==> config.mk <==
export PLATFORM = sky130hd
export DESIGN_NAME = aldffe_stim_seq
export DESIGN_NICKNAME = d
export VERILOG_FILES = /design/src/rtl/aldffe_stim_seq.sv
export SDC_FILE = /design/constraint.sdc
export NUM_CORES = 1
export LEC_CHECK = 0
export BUFFER_PORTS_ARGS = -buffer_cell sky130_fd_sc_hd__buf_2
export CAP_MARGIN = 30
export CORE_UTILIZATION = 35
export DETAILED_ROUTE_END_ITERATION = 10
export PLACE_DENSITY = 0.63
export SKIP_CTS_REPAIR_TIMING = 1
export SLEW_MARGIN = 20
export SYNTH_ARGS = -nofsm -noshare
export SYNTH_HDL_FRONTEND = slang
export SYNTH_SLANG_ARGS = --single-unit
==> constraint.sdc <==
create_clock -name clk -period 4.3 [get_ports clk]
set_clock_uncertainty 0.15 [all_clocks]
set_input_delay 0.215 -clock clk [delete_from_list [all_inputs] [get_ports clk]]
set_output_delay 0.215 -clock clk [all_outputs]
set_load 0.1 [all_outputs]
==> src/rtl/aldffe_stim_seq.sv <==
// Stimulus sequencer for an async-load, enable-gated register: PRE, LOAD0, GAP, LOAD1, RUN, DONE.
// Define ALDSEQ_LFSR_EN to drive d from a Fibonacci LFSR instead of a plain toggle.
module aldffe_stim_seq #(
  parameter int               WIDTH    = 4,
  parameter logic [WIDTH-1:0] AD_VALUE = WIDTH'(4'b1010),
  parameter int               T_PRE    = 2,
  parameter int               T_LOAD   = 1,
  parameter int               T_GAP    = 2,
  parameter int               T_RUN    = 5
) (
  input  logic             clk,
  input  logic             rst_n,
  input  logic             start,
  output logic [WIDTH-1:0] d,
  output logic [WIDTH-1:0] ad,
  output logic             aload,
  output logic             en,
  output logic             busy,
  output logic             done,
  output logic [2:0]       phase
);

  // A zero-length phase would never exit cleanly, so it is stretched to one cycle.
  localparam int TP = (T_PRE  < 1) ? 1 : T_PRE;
  localparam int TL = (T_LOAD < 1) ? 1 : T_LOAD;
  localparam int TG = (T_GAP  < 1) ? 1 : T_GAP;
  localparam int TR = (T_RUN  < 1) ? 1 : T_RUN;

  localparam int TMAX_A = (TP > TL) ? TP : TL;
  localparam int TMAX_B = (TG > TR) ? TG : TR;
  localparam int TMAX   = (TMAX_A > TMAX_B) ? TMAX_A : TMAX_B;
  localparam int CW     = (TMAX < 2) ? 1 : $clog2(TMAX);

  localparam logic [CW-1:0] C_PRE  = CW'(TP - 1);
  localparam logic [CW-1:0] C_LOAD = CW'(TL - 1);
  localparam logic [CW-1:0] C_GAP  = CW'(TG - 1);
  localparam logic [CW-1:0] C_RUN  = CW'(TR - 1);

`ifdef ALDSEQ_LFSR_EN
  localparam logic [WIDTH-1:0] D_RST = '1;
`else
  localparam logic [WIDTH-1:0] D_RST = '0;
`endif

  typedef enum logic [2:0] {
    S_IDLE  = 3'd0,
    S_PRE   = 3'd1,
    S_LOAD0 = 3'd2,
    S_GAP   = 3'd3,
    S_LOAD1 = 3'd4,
    S_RUN   = 3'd5,
    S_DONE  = 3'd6,
    S_BAD   = 3'd7
  } state_t;

  state_t           r_state;
  state_t           w_state_nxt;
  logic [CW-1:0]    r_cnt;
  logic [CW-1:0]    w_cnt_nxt;
  logic [WIDTH-1:0] r_d;
  logic [WIDTH-1:0] r_ad;
  logic             r_aload;
  logic             r_en;
  logic             r_busy;
  logic             r_done;

  function automatic logic f_aload(input state_t s);
    return (s == S_LOAD0) || (s == S_LOAD1);
  endfunction

  function automatic logic f_en(input state_t s);
    return (s == S_LOAD1) || (s == S_RUN);
  endfunction

  function automatic logic f_busy(input state_t s);
    return (s == S_PRE) || (s == S_LOAD0) || (s == S_GAP) ||
           (s == S_LOAD1) || (s == S_RUN);
  endfunction

  function automatic logic [WIDTH-1:0] f_next_d(input logic [WIDTH-1:0] v);
`ifdef ALDSEQ_LFSR_EN
    return {v[WIDTH-2:0], v[WIDTH-1] ^ v[WIDTH-2]};
`else
    return ~v;
`endif
  endfunction

  // Next-state: each timed phase exits on the edge where its counter has reached zero.
  always_comb begin
    w_state_nxt = r_state;
    w_cnt_nxt   = r_cnt;
    case (r_state)
      S_IDLE: begin
        if (start) begin
          w_state_nxt = S_PRE;
          w_cnt_nxt   = C_PRE;
        end
      end
      S_PRE: begin
        if (r_cnt == '0) begin
          w_state_nxt = S_LOAD0;
          w_cnt_nxt   = C_LOAD;
        end else begin
          w_cnt_nxt = r_cnt - CW'(1);
        end
      end
      S_LOAD0: begin
        if (r_cnt == '0) begin
          w_state_nxt = S_GAP;
          w_cnt_nxt   = C_GAP;
        end else begin
          w_cnt_nxt = r_cnt - CW'(1);
        end
      end
      S_GAP: begin
        if (r_cnt == '0) begin
          w_state_nxt = S_LOAD1;
          w_cnt_nxt   = C_LOAD;
        end else begin
          w_cnt_nxt = r_cnt - CW'(1);
        end
      end
      S_LOAD1: begin
        if (r_cnt == '0) begin
          w_state_nxt = S_RUN;
          w_cnt_nxt   = C_RUN;
        end else begin
          w_cnt_nxt = r_cnt - CW'(1);
        end
      end
      S_RUN: begin
        if (r_cnt == '0) begin
          w_state_nxt = S_DONE;
          w_cnt_nxt   = '0;
        end else begin
          w_cnt_nxt = r_cnt - CW'(1);
        end
      end
      S_DONE: begin
        w_state_nxt = S_IDLE;
        w_cnt_nxt   = '0;
      end
      default: begin
        w_state_nxt = S_IDLE;
        w_cnt_nxt   = '0;
      end
    endcase
  end

  // Outputs are decoded from the next state so they line up with phase in the same cycle.
  always_ff @(posedge clk or negedge rst_n) begin
    if (!rst_n) begin
      r_state <= S_IDLE;
      r_cnt   <= '0;
      r_d     <= D_RST;
      r_ad    <= AD_VALUE;
      r_aload <= 1'b0;
      r_en    <= 1'b0;
      r_busy  <= 1'b0;
      r_done  <= 1'b0;
    end else begin
      r_state <= w_state_nxt;
      r_cnt   <= w_cnt_nxt;
      r_ad    <= AD_VALUE;
      r_aload <= f_aload(w_state_nxt);
      r_en    <= f_en(w_state_nxt);
      r_busy  <= f_busy(w_state_nxt);
      r_done  <= (w_state_nxt == S_DONE);
      if (f_busy(w_state_nxt)) begin
        r_d <= f_next_d(r_d);
      end
    end
  end

  assign d     = r_d;
  assign ad    = r_ad;
  assign aload = r_aload;
  assign en    = r_en;
  assign busy  = r_busy;
  assign done  = r_done;
  assign phase = r_state;

endmodule

### Word-level counts from Yosys, hierarchy flattened

Cells that the tools add are included.

| word-level totals | value |
|---|---|
| flip-flop bits (word level) | 14 |
| bits of input ports | 3 |
| word-level logic and storage cells | 42 |

| cells by class | value |
|---|---|
| $add $sub $neg | 1 |
| equal/unequal tests | 12 |
| mux-type cells | 12 |
| bitwise gates (word level) | 1 |
| reduce and logical (&&, ||, !) cells | 9 |

Operators with widths:

| operator | number |
|---|---|
| two-way mux 3 bit | 10 |
| case mux 3 bit (6 select lines) | 1 |
| equality test 3 bit, second input constant | 5 |
| equality test 3 x 2 -> 1 bit, second input constant | 4 |
| case mux 3 bit (4 select lines) | 1 |
| equality test 3 x 1 -> 1 bit, second input constant | 2 |
| logical NOT 3 bit | 2 |
| logical OR 1 bit | 6 |
| NOT 4 bit | 1 |
| OR reduction 3 bit | 1 |
| subtractor 3 x 1 -> 3 bit, second input constant | 1 |
| inequality test 2 bit, second input constant | 1 |

### Logic depth before layout (Yosys ltp)

| depth | value |
|---|---|
| depth after elaboration | 8 |
| depth in mapped cells | 4 |
| depth with buffers taken out | 3 |

### Worst setup path after synthesis

Ideal clock, no wire load.

| path | value |
|---|---|
| path kind | register -> register |
| start point | reg r_state[0] (netlist: phase[0]) |
| end point | reg r_state[0] (netlist: phase[0]) |
| setup time | 130 ps |
| arrival | 1903 ps |
| required time | 4020 ps |
| setup slack | 2117 ps |
| cell stages (with the launch flop) | 5 |
| clock period less this slack | 2183 ps |
| path through | dfrtp_1 > buf_2 > or4b_4 > nand3_1 > o22ai_1 |

| between the ends | value |
|---|---|
| cells in the longest elaborated chain, start to end | 2 |
| elaborated cells on any way between the ends | 13 |
| classes of those cells | eq/ne: 5; mux: 7; reduce/logical: 1 |

Ends and longest elaborated chain:

| what | line | source |
|---|---|---|
| start: declaration | 56 | `state_t r_state;` |
| start signal: assignment | 162 | `r_state <= w_state_nxt;` |
| equality test 3 bit, or another cell as far along | 92 | `case (r_state)` |
| case mux 3 bit (6 select lines) * | 92 |  |
| net w_state_nxt[0] | 57 | `state_t w_state_nxt;` |

The timed path passes the listed nets; every way through them passes the cells marked *.
A chain may end at the register's enable or synchronous reset.

### Final worst setup path

| path | value |
|---|---|
| start point | reg r_state[2] (netlist: phase[2]) |
| end point | out phase[2] |

RTL lines:

| what | line | source |
|---|---|---|
| end: declaration | 20 | `output logic [2:0] phase` |

No word-level cell between the ends.

==> impl_metrics.py <==
metrics = {
    "clocking": {
        "clock-sinks": 14,
        "cts_htree_levels": 1,
        "clk_pin_slew_worst_paths_ns": 0.09,
        "tritoncts": "done",
        "clk_path_buf_depth": 2,
        "cts-root-buf": "clkbuf_4",
        "cts_made_buffers": 3,
        "clock_latency_ns": 0.29,
    },
    "drt": {
        "wl_per_cell_um": 12.1,
        "routed_wl_um": 1300,
        "avgViaCountPerCell": 5.07,
        "first_pass_iters": 4,
        "drt_iter0_markers": 12,
        "drcViolationCount": 0,
        "via_count": 548,
        "ant_nets": 0,
    },
    "die": {
        "dieArea_um2": 2270,
        "core.rowCount": 16,
        "die_h_um": 47.7,
        "die_w_um": 47.7,
        "core_um2": 1960,
        "start_util": 0.372,
        "ios": 18,
    },
    "sta": {
        "drv_slew": 0,
        "finalCritPeriodShare": 0.417,
        "rsz0062_at_grt": "false",
        "fin_crit_ns": 1.79,
        "hold_viol": 0,
        "finalSetupViolations": 0,
        "clock.fmax_mhz": 558,
        "fin_setup_tns_ns": 0,
    },
    "setup_path": {
        "crit_start": "phase[2]",
        "startpoint_type": "register",
        "cp_slowest_cell": "dfrtp_1",
        "r2r-start": "phase[2]",
        "required_ns": 3.93,
        "reg2reg_to": "d[1]",
        "worstSetupEndpointType": "output pin",
        "rrSetupSlack_ns": 2.69,
        "cp_top_family": "flip-flops",
        "worst-r2r-cell-count": 3,
        "cp_num_cells": 1,
        "cp_data_arrival_time_ns": 1.43,
        "path_cells": "buf_2",
        "cpPeakStageDelay_ns": 0.63,
        "path_buf_inv": 1,
        "setup.worst_path.class": "reg2out",
        "critical_path.max_fanout": 17,
        "cp-endpoint": "phase[2]",
    },
    "global_route": {
        "grt_pass1_wl_um": 1910,
        "grt_max_degree": 18,
        "grtUsageTotal": 0.123,
        "grt_util_met3": 0.0226,
        "antenna_found_initial": 0,
        "grt_pass1_vias": 419,
        "grt_use_met1": 0.169,
        "overflow": 0,
        "use_met2": 0.184,
        "top_usage_layer": "met2",
    },
    "synthesis": {
        "synth_edf_count": 0,
        "syn_avg_cell_area_um2": 10.4,
        "synth.largest_area_cell": "dfrtp_1",
        "synth_cell_types": 33,
        "synth_area_um2": 731,
        "synthArstFlopShare": 1.00,
        "synthTopCellsByArea": "dfrtp_1 (48%), xor2_1 (4.8%), buf_4 (4.1%)",
        "ys_seq_area_frac": 0.479,
        "ys_seq_elements": 14,
        "synth-main-ff-cell": "dfrtp_1",
        "ys_warn_count": 0,
        "synthCells": 70,
        "yosysTopAreaCellShare": 0.479,
    },
    "final_layout": {
        "instances_no_fill": 108,
        "layout-drive-gt1-share": 0.247,
        "layout_common_cells": "dfrtp_1 (14), buf_2 (13), nor3_1 (5)",
        "antennaDiodeCount": 0,
        "final_common_cell": "dfrtp_1",
        "area_growth_pct": 12.5,
        "final_nets": 85,
    },
    "worst_hold_path": {
        "min_path_type": "in2reg",
    },
    "placement": {
        "gp_congestion": 0.779,
        "place_hpwl_um": 921,
        "io_buffers": 13,
        "dpl.cell_count": 103,
    },
    "job": {
        "cap_viol_max_count": 0,
    },
    "outcome": {
        "outcome": "finished clean",
    },
}
-- per-stage QoR --
| stage | utilization | hold WS (ns) | cell area (um2) | worst slack, ns |
|---|---|---|---|---|
| 6_report | 0.419 | 0.0722 | 822 | 2.51 |
| 5_1_grt | 0.419 | 0.0808 | 822 | 2.45 |
| 4_1_cts | 0.414 | -0.336 | 812 | 2.50 |
| 3_5_place_dp | 0.395 | -0.0208 | 776 | 2.70 |
| 3_3_place_gp | 0.395 | -0.0251 | 776 | 2.72 |
| 2_1_floorplan | - | -0.231 | 738 | 2.12 |
-- cell usage after synthesis, drive strengths merged, types with 2 or more instances --
cell type	number
or4	2
nor2	4
nand2b	2
nor3	5
o22ai	2
dfrtp	14
conb	2
buf	9
xor2	4
o21ai	4
nand2	4
-- worst min-delay path by stage --
stage,endpoint,cells past startpoint,start
after floorplan,aload,0,rst_n
after global placement,d[0],1,rst_n
after detailed placement,d[0],1,rst_n
after CTS,r_cnt[2],1,rst_n
after global routing,r_cnt[0],3,start
final,r_cnt[0],3,start
-- worst min-delay path, cell delays in order --
cell	delay, ns
buf_2	0.12
o21ai_0	0.08
o21ai_0	0.07
-- registers in the layout (all words and copies together) (netlist names) --
name,cells
busy,1
d,4
aload,1
phase,3
en,1
done,1
r_cnt,3
-- kinds of logic (layout without fill, tap and decap cells) --
group / after synthesis / in the layout / synth area share
other cells: 2 / 4 / 0.0103
buf+inv: 10 / 19 / 0.0890
xor+xnor: 4 / 4 / 0.0479
compound gates: 14 / 14 / 0.146
simple gates: 26 / 26 / 0.228
flops: 14 / 14 / 0.479
-- cell type report --
class                   instances  area [um2]
fillers                       217        1140
well taps                      27        33.8
multi-input cells              48         323
flip-flops and latches         14         350
repair buffers                 14        75.1
clock buffers                   4        36.3
inverters                       1        3.75
-- metal layers --
layer	share of wire	wire length [um]
met1	0.46	598
met2	0.48	622
met3	0.047	61
met4	0.016	21
met5	0	0
Power is left out: the tool's default activity adds up to more than one toggle a clock period on the data nets, which glitch-free logic cannot reach.
